--- src/rtl/hub75_gif_sequencer.sv ---
// hub75_gif_sequencer: HUB75 GIF playback sequencer; define HUB75_SEQ_PINGPONG_EN for bounce auto-advance
module hub75_gif_sequencer #(
  parameter int NUM_FRAMES     = 60,
  parameter int FRAME_PIX_LOG2 = 10,
  parameter int ADDR_W         = 16,
  parameter int HOLD_DEFAULT   = 64,
  parameter int HOLD_MIN       = 8,
  parameter int HOLD_MAX       = 248,
  parameter int HOLD_STEP      = 8
) (
  input  logic              clk,
  input  logic              reset_n,
  input  logic              refresh_done,
  input  logic              cmd_play_toggle,
  input  logic              cmd_next,
  input  logic              cmd_prev,
  input  logic              cmd_faster,
  input  logic              cmd_slower,
  output logic [5:0]        frame_idx,
  output logic [ADDR_W-1:0] base_addr,
  output logic              frame_changed,
  output logic              playing,
  output logic [7:0]        hold_val
);
  typedef enum logic {PAUSE, PLAY} state_t;
  typedef enum logic [1:0] {NONE, INC, DEC} step_t;
  localparam logic [5:0] LAST = 6'(NUM_FRAMES - 1);
  state_t state;
  step_t step_pend, step_now;
  logic [7:0] hold_cnt;
  logic [5:0] fwd, bwd, auto_nxt, nxt;
  logic step_adv, auto_adv;
  assign playing = state == PLAY;
  assign fwd = frame_idx == LAST ? 6'd0 : frame_idx + 6'd1;
  assign bwd = frame_idx == 6'd0 ? LAST : frame_idx - 6'd1;
`ifdef HUB75_SEQ_PINGPONG_EN
  logic dir;
  assign auto_nxt = dir ? (frame_idx == LAST ? LAST - 6'd1 : frame_idx + 6'd1)
                        : (frame_idx == 6'd0 ? 6'd1 : frame_idx - 6'd1);
  always_ff @(posedge clk or negedge reset_n) begin
    if (!reset_n) dir <= 1'b1;
    else if (auto_adv) dir <= dir ? frame_idx != LAST : frame_idx == 6'd0;
  end
`else
  assign auto_nxt = fwd;
`endif
  always_comb begin
    step_now = cmd_next && !cmd_prev ? INC : cmd_prev && !cmd_next ? DEC : step_pend;
    step_adv = refresh_done && step_now != NONE;
    auto_adv = refresh_done && step_now == NONE && state == PLAY && hold_cnt >= hold_val - 8'd1;
    nxt = step_now == INC ? fwd : step_now == DEC ? bwd : auto_nxt;
  end
  always_ff @(posedge clk or negedge reset_n) begin
    if (!reset_n) begin
      state         <= PLAY;
      step_pend     <= NONE;
      hold_cnt      <= '0;
      hold_val      <= 8'(HOLD_DEFAULT);
      frame_idx     <= '0;
      base_addr     <= '0;
      frame_changed <= 1'b0;
    end else begin
      frame_changed <= step_adv || auto_adv;
      if (step_adv || auto_adv) begin
        frame_idx <= nxt;
        base_addr <= ADDR_W'(nxt) << FRAME_PIX_LOG2;
      end
      hold_cnt  <= step_adv || auto_adv ? 8'd0 : refresh_done && state == PLAY ? hold_cnt + 8'd1 : hold_cnt;
      step_pend <= refresh_done ? NONE : step_now;
      if (cmd_play_toggle) state <= state == PLAY ? PAUSE : PLAY;
      if (cmd_faster && !cmd_slower)
        hold_val <= hold_val < 8'(HOLD_MIN + HOLD_STEP) ? 8'(HOLD_MIN) : hold_val - 8'(HOLD_STEP);
      else if (cmd_slower && !cmd_faster)
        hold_val <= hold_val > 8'(HOLD_MAX - HOLD_STEP) ? 8'(HOLD_MAX) : hold_val + 8'(HOLD_STEP);
    end
  end
endmodule

--- config.mk ---
export PLATFORM = sky130hd
export DESIGN_NAME = hub75_gif_sequencer
export DESIGN_NICKNAME = d
export VERILOG_FILES = /design/src/rtl/hub75_gif_sequencer.sv
export SDC_FILE = /design/constraint.sdc
export NUM_CORES = 1
export LEC_CHECK = 0
export BUFFER_PORTS_ARGS = -buffer_cell sky130_fd_sc_hd__buf_2
export CAP_MARGIN = 20
export CELL_PAD_IN_SITES_DETAIL_PLACEMENT = 1
export CELL_PAD_IN_SITES_GLOBAL_PLACEMENT = 1
export CORE_MARGIN = 1
export CORE_UTILIZATION = 43
export CTS_CLUSTER_SIZE = 25
export DETAILED_ROUTE_END_ITERATION = 10
export MAX_ROUTING_LAYER = met4
export PLACE_DENSITY_LB_ADDON = 0.1
export SLEW_MARGIN = 20
export SYNTH_ARGS = -nofsm -noshare
export SYNTH_HDL_FRONTEND = slang
export SYNTH_SLANG_ARGS = --single-unit
--- constraint.sdc ---
create_clock -name clk -period 5.5 [get_ports clk]
set_input_delay 1.375 -clock clk [delete_from_list [all_inputs] [get_ports clk]]
set_output_delay 1.375 -clock clk [all_outputs]
set_load 0.01 [all_outputs]
==> After elaboration in Yosys (flattened, before gate mapping) <==
Index checks and enable logic that the tools add are counted.
W data, S select, Z words.
{ "totals": {"reg_bits": 26, "output_inout_bits": 32, "elab_cells": 51} }
{ "op_classes": {"addsub": 6, "order_cmp": 3, "eq_ne": 3, "n_mux": 14, "n_reduce_logical": 19} }
{ "op_table": {"columns": ["operator", "n"], "rows": [
  ["$mux W8", 6],
  ["$mux W6", 4],
  ["$logic_and A1 B1 Y1", 9],
  ["$add A8 B1 Y8 const B", 1],
  ["$add A8 B4 Y8 const B", 1],
  ["$ge A8 B8 Y1", 1],
  ["$gt A8 B8 Y1 const B", 1],
  ["$lt A8 B5 Y1 const B", 1],
  ["$sub A8 B1 Y8 const B", 1],
  ["$sub A8 B4 Y8 const B", 1],
  ["$add A6 B1 Y6 const B", 1],
  ["$eq A6 B6 Y1 const B", 1],
  ["$logic_not A6 Y1", 1],
  ["$mux W2", 3],
  ["$reduce_bool A2 Y1", 3],
  ["$sub A6 B1 Y6 const B", 1],
  ["$logic_not A1 Y1", 4],
  ["$eq A2 B1 Y1 const B", 1],
  ["$eq A2 B2 Y1 const B", 1],
  ["$logic_not A2 Y1", 1],
  ["$logic_or A1 B1 Y1", 1],
  ["$mux W1", 1]
]} }

==> Logic depth before layout (Yosys ltp) <==
Gate-level depths: netlist of run 1.
{ "depth": {"depth_word": 10, "ltp_mapped": 11} }

==> Worst setup path after synthesis of run 1 <==
Ideal clock, no wire load.
{ "synth_path": {"path_type": "input to register", "startpoint": "input port cmd_next", "endpoint": "register frame_idx[5]", "setup_ns": 0.137, "arrival_ns": 2.312, "required_time_ns": 5.363, "setup_slack_ns": 3.051, "cell_stages": 6, "path_buffers": 1, "path_cell_list": "xor2_1 > o31a_1 > a211o_2 > buf_6 > a31oi_1 > a31oi_1"} }
{ "synth_via": {"elab_chain_cells": 9} }
{ "synth_lines": {"columns": ["item", "line", "text"], "rows": [
  ["from (decl)", "15", "input logic cmd_next,"],
  ["$logic_not A1 Y1", "48", "step_now = cmd_next && !cmd_prev ? INC : cmd_prev && !cmd_next ? DEC : step_pend;"],
  ["$logic_and A1 B1 Y1", "48", null],
  ["$mux W2", "48", null],
  ["$mux W2 (*)", "48", null],
  ["$logic_not A2 Y1", "50", "auto_adv = refresh_done && step_now == NONE && state == PLAY && hold_cnt >= hold_val - 8'd1;"],
  ["$logic_and A1 B1 Y1 (3 in a row)", "50", null],
  ["$logic_or A1 B1 Y1", "64", "if (step_adv || auto_adv) begin"],
  ["to (signal assigned)", "65", "frame_idx <= nxt;"],
  ["to (decl)", "19", "output logic [5:0] frame_idx,"]
]} }
Mark *: on every way between the ends. The rest lies on a longest branch, timed or not.
A chain may end at the register's enable or synchronous reset.

==> Worst setup path after layout of run 1 <==
{ "layout_path": {"startpoint": "register hold_val[3]", "endpoint": "register frame_idx[2]"} }
{ "layout_via": {"elab_chain_cells": 4} }
{ "layout_lines": {"columns": ["item", "line", "text"], "rows": [
  ["from (decl)", "23", "output logic [7:0] hold_val"],
  ["from (signal assigned)", "58", "hold_val <= 8'(HOLD_DEFAULT);"],
  ["from (signal assigned)", "72", "hold_val <= hold_val < 8'(HOLD_MIN + HOLD_STEP) ? 8'(HOLD_MIN) : hold_val - 8'(HOLD_STEP);"],
  ["from (signal assigned)", "74", "hold_val <= hold_val > 8'(HOLD_MAX - HOLD_STEP) ? 8'(HOLD_MAX) : hold_val + 8'(HOLD_STEP);"],
  ["$sub A8 B1 Y8", "50", null],
  ["$ge A8 B8 Y1", "50", null],
  ["$logic_and A1 B1 Y1", "50", null],
  ["$logic_or A1 B1 Y1", "64", null]
]} }
Every way passes these cells.

==> results of run 1 <==
-- sequential cells by signal (all words and copies together) (netlist names) --
register / count
hold_cnt: 8
frame_changed: 1
playing: 1
hold_val: 5
step_pend: 2
frame_idx: 6
-- power groups by stage --
stage | sequential (mW) | combinational (mW) | clock (mW)
2_1_floorplan | 0.313 | 0.337 | 0
3_3_place_gp | 0.342 | 0.406 | 0
3_5_place_dp | 0.348 | 0.418 | 0
4_1_cts | 0.345 | 0.421 | 0.113
5_1_grt | 0.360 | 0.471 | 0.118
6_report | 0.346 | 0.417 | 0.107
-- layout by cell type, fill, tap and decap left out, types with 8 or more instances in the layout --
| master | synthesis | layout |
|---|---|---|
| a21oi_1 | 13 | 13 |
| nand3_1 | 8 | 8 |
| buf_2 | 5 | 26 |
| conb_1 | 1 | 13 |
| nand2_1 | 17 | 17 |
| o21ai_0 | 8 | 8 |
| ha_1 | 14 | 14 |
| dfrtp_1 | 21 | 21 |
| nor2_1 | 15 | 15 |
| inv_1 | 12 | 12 |
-- kinds of logic after synthesis --
group,Yosys count
buf+inv,39
xor+xnor,12
compound gates,57
simple gates,65
fa+ha+maj,14
flops,23
other cells,1
mux,2
-- final timing paths --
kind                                               from                       end  slack, ns
worst min-delay path                playing$_DFFE_PN1P_       playing$_DFFE_PN1P_       0.54
max in group asynchronous                       reset_n       playing$_DFFE_PN1P_       4.06
worst max register to register  hold_val[3]$_DFFE_PN0P_  frame_idx[2]$_DFFE_PN0P_       2.70
worst min register to register      playing$_DFFE_PN1P_       playing$_DFFE_PN1P_       0.54
min in group asynchronous                       reset_n  frame_idx[4]$_DFFE_PN0P_       1.07
worst max-delay path            hold_val[3]$_DFFE_PN0P_  frame_idx[2]$_DFFE_PN0P_       2.70
-- per-stage QoR --
stage	utilization (%)	worst slack, ns
3_5_place_dp	46.43	2.657
5_1_grt	47.58	2.442
2_1_floorplan	-	3.051
3_3_place_gp	46.43	2.704
4_1_cts	47.58	2.713
6_report	47.58	2.702
-- area by class of cell --
cell class	instances	area [um2]
flip-flops and latches	23	578.1
inverters	12	45.04
repair buffers	26	130.1
multi-input cells	163	1055
clock buffers	3	41.29
fillers	531	2112
well taps	50	62.56
clock inverters	1	5.005
-- per-layer routing --
layer / share of wire [%] / routed length, um
met2: 47 / 2000
met4: 0.54 / 23
met5: 0 / 0
met3: 3.6 / 155
met1: 49 / 2088
==> metrics.csv, run 1 <==
metric,value,unit
area_growth,5.365,%
synthTopCellsByArea,"dfrtp_1 29%, ha_1 9.6%, buf_4 7.8%, a21oi_1 3.6%, nand2_1 3.5%",
crit_family,compound AO/OA/AOI/OAI gates,
viasPerCell,5.565,
synth_top_family_by_area,compound AO/OA/AOI/OAI gates,
portBuffers,26,
synth.most_common_cell,dfrtp_1,
insertion_delay,0.27,ns
power_density,453.9,nW/um2
cts-root-buf,clkbuf_8,
power_switching,411.1,uW
swShare,47.26,%
grt_use_met1,27.73,%
grtUsageTotal,21.15,%
cts_sinks,23,
clk_pin_slew,0.09,ns
slowest_delay,0.51,ns
ir_worst_vdd,0.2212,mV
slew_headroom,65.12,%
grt-ovfl-total,0,
antenna_found_initial,0,
final_cells,278,
grtUsageMet3,4.110,%
start_util,45.16,%
drtPass1Iterations,4,
postCtsSetupBuffers,0,
power.internal,458.9,uW
outcome,completed,
cts_resized,0,
grt_pass1_wl,7.044,mm
tightest_slew,0.5232,ns
clockBufferDepth,2,
worst_path_max_delay_cell,a211o_2,
ys_warn_count,0,
start_kind,flop,
grtUsageMet2,33.75,%
place_area,1871,um2
synth-seq-cells,23,
drv_cap,0,
seqPwrFrac,39.8,%
cts_max_level,1,
dp_cells,274,
rsz0062_at_grt,false,
fp.dieW,67.05,um
rows,23,
path_cells,inv_1 > ha_1 > nor3b_1 > xnor2_1 > ha_1 > a21oi_1 > o21ai_0 > a211o_2 > a21boi_0 > o21a_1,
rr_worst_depth,10,
nNetsFinal,251,
die_h,67.05,um
synth_top_area_cell,dfrtp_1,
drive_gt1_share,17.54,%
cts_buffers,3,
synth.top_cells.by_count,"21 x dfrtp_1, 19 x buf_4, 17 x nand2_1",
globalplace.congestion,0.8747,
async_reset_ff_share,100.0,%
drv_slew,0,
synth_compound_area_share,21.46,%
synth_top_flop_cell,dfrtp_1,
crit_fanout,21,
cp_num_buf_inv,1,
boundaryPins,40,
fin_tns_setup,0,ns
synth.avg_cell_area,8.541,um2
synth_adder_area_share,9.629,%
grt_busiest_layer,met2,
dp_hpwl,3.190,mm
critPathArrivalTime,2.96,ns
wl,4.267,mm
required,5.66,ns
cellLeakagePower,0.8815,nW
synth.distinct_cells,47,
synth.mux.area_fraction,1.100,%
cts_tree,done,
whs,0.5391,ns
grt_pass1_vias,1516,
drc,0,
crit_path_frequent_cell,ha_1,
crit_type,reg2reg,
syn_area,1819,um2
antennaDiodeCount,0,
power_frac_clock,12.3,%
min_path_cells,1,
drt-initial-drc-count,67,
ant_nets,0,
hold_viol,0,
holdBufCountCts,0,
synth-edff-count,0,
synthSimpleGateAreaFrac,17.33,%
vias,1547,
end_kind,flop,
core,4029,um2
power_frac_comb,47.9,%
synthCells,213,
die-area,4495,um2
period_minus_slack,2.798,ns
power,870.0,uW
synth_top_area_share,28.89,%
grt_start_max_net_pins,24,
wl_per_cell,15.35,um
crit_cells,10,
yosysSeqAreaShare,31.77,%
post-route-cell-area,1917,um2
fmax,357.5,MHz
synth_xor_area_share,5.777,%
hold_class,reg2reg,
period_share,50.86,%
setup_viol,0,
skew,0.006046,ns
Power figures use the tool's default switching activity.
==> inputs of run 2 (changes only) <==
--- a/config.mk
+++ b/config.mk
@@ -10,7 +10,7 @@
 export CELL_PAD_IN_SITES_DETAIL_PLACEMENT = 1
 export CELL_PAD_IN_SITES_GLOBAL_PLACEMENT = 1
 export CORE_MARGIN = 1
-export CORE_UTILIZATION = 43
+export CORE_UTILIZATION = 40
 export CTS_CLUSTER_SIZE = 25
 export DETAILED_ROUTE_END_ITERATION = 10
 export MAX_ROUTING_LAYER = met4
==> constraint.sdc (replaced) <==
create_clock -name clk -period 2.8 [get_ports clk]
set_input_delay 0.7 -clock clk [delete_from_list [all_inputs] [get_ports clk]]
set_output_delay 0.7 -clock clk [all_outputs]
set_load 0.01 [all_outputs]
==> run 2 against run 1 <==
Clock power grew 100%. Non-clock buffer count is 3 higher. Clock-buffer cell count unchanged. Via count up 1.4%. Critical path depth stayed put. Cell count is 1.8% higher. Sequential power up 90%. Maximum frequency increased by 9.3%. Largest power group unchanged. Critical endpoint unchanged. Die area is 7.3% higher. Combinational power rose by 120%. Global-route usage is 0.61 points lower. Highest routed layer unchanged. Design area increased by 1.7%.
==> metrics.csv, run 2 (synthesis results as in run 1) <==
metric,value,unit
required,2.96,ns
fin_tns_setup,0,ns
drv_cap,0,
start_kind,flop,
drtPass1Iterations,4,
slew_headroom,64.35,%
setup_viol,0,
clockBufferDepth,2,
power_density,907.0,nW/um2
crit_type,reg2reg,
boundaryPins,40,
wl,4.566,mm
nNetsFinal,254,
tightest_slew,0.5348,ns
drc,0,
viasPerCell,5.544,
drt-initial-drc-count,56,
portBuffers,26,
whs,0.4032,ns
fp.dieW,69.44,um
grt_pass1_wl,7.900,mm
rsz0062_at_grt,false,
postCtsSetupBuffers,0,
antennaDiodeCount,0,
holdBufCountCts,0,
cts_sinks,23,
nFillCells,532,
outcome,completed,
area_growth,7.153,%
period_minus_slack,2.558,ns
core,4354,um2
cts-root-buf,clkbuf_8,
cts_buffers,3,
ant_nets,0,
largest_reg_flops,8,
grt-ovfl-total,0,
antenna_found_initial,0,
grt_pass1_vias,1596,
layout_common_cells,"26 x buf_2, 21 x dfrtp_1, 17 x nand2_1, 15 x nor2_1, 14 x ha_1",
clk_pin_slew,0.09,ns
drv_slew,0,
wl_per_cell,16.13,um
grtUsageTotal,20.55,%
dp_hpwl,3.412,mm
vias,1569,
fmax,390.9,MHz
end_kind,flop,
skew,0.006185,ns
critPathArrivalTime,2.72,ns
period_share,91.37,%
start_util,41.78,%
cts_tree,done,
cellLeakagePower,0.8963,nW
drive_gt1_share,18.61,%
largest_registers,"hold_cnt (8), frame_idx (6), hold_val (5)",
dp_slack,0.1752,ns
grt_start_max_net_pins,24,
ir_worst_vdd,0.2843,mV
largest-register,hold_cnt,
die_h,69.44,um
hold_viol,0,
rows,24,
hold_class,in2async,
cts_max_level,1,
mostFrequentLayoutCell,buf_2,
fin_ws,0.2416,ns
die-area,4822,um2
crit_fanout,21,
insertion_delay,0.26,ns
globalplace.congestion,0.8713,
run 2: path summary, 6_finish.rpt:
check / startpoint / to / slack (ns) / cells past startpoint
max: hold_val[4]$_DFFE_PN0P_ / frame_idx[2]$_DFFE_PN0P_ / 0.24 / 10
min: reset_n / frame_idx[2]$_DFFE_PN0P_ / 0.40 / 1
max reg2reg: hold_val[4]$_DFFE_PN0P_ / frame_idx[2]$_DFFE_PN0P_ / 0.24 / 10
min reg2reg: playing$_DFFE_PN1P_ / playing$_DFFE_PN1P_ / 0.54 / 1
max in group asynchronous: reset_n / hold_val[6]$_DFFE_PN1P_ / 2.03 / 1
min in group clk: playing$_DFFE_PN1P_ / playing$_DFFE_PN1P_ / 0.54 / 1
run 2: final cells by class:
class | count | area, um2 | area share (%)
Inverter | 12 | 45.04 | 2.311
Clock buffer | 3 | 41.29 | 2.118
Timing Repair Buffer | 29 | 152.6 | 7.831
Multi-Input combinational cell | 163 | 1062 | 54.49
Sequential cell | 23 | 578.1 | 29.65
Clock inverter | 1 | 5.005 | 0.2567
Tap cell | 52 | 65.06 | 3.338
run 2: power by group:
part / internal (mW) / total, mW / switching [mW]
clock network: 0.0993 / 0.214 / 0.114
logic: 0.388 / 0.899 / 0.511
registers: 0.442 / 0.656 / 0.214
total: 0.929 / 1.77 / 0.839
run 2: routing by layer:
metal	routed length (um)	part of all wire, %	GRT usage (%)
met1	2230	49	26.75
met2	2210	48	35.06
met3	91	2.0	2.326
met4	34	0.74	3.175
met5	0	0	-
run 2: what timing repair did:
item	CTS	global route
resized for setup	0	1
setup endpoints to repair	0	3
endpoints found under the hold margin	0	0
run 2: metrics by stage:
step	cell area (um2)	power, mW	utilization (%)	instances
CTS	1942	1.779	44.60	283
floorplan	1864	1.278	-	225
detailed placement	1896	1.548	43.53	279
global placement	1896	1.497	43.53	279
finish	1949	1.768	44.77	283
global route	1949	1.915	44.77	283
run 2: critical path, stage by stage, from the launching register on:
cell and delay [ns]:
dfrtp_1 0.40, inv_1 0.10, ha_1 0.21, nor3b_1 0.25, xnor2_1 0.18, ha_1 0.29
nand2_1 0.12, o21ai_0 0.12, a211o_4 0.44, a21boi_0 0.16, o21a_1 0.18
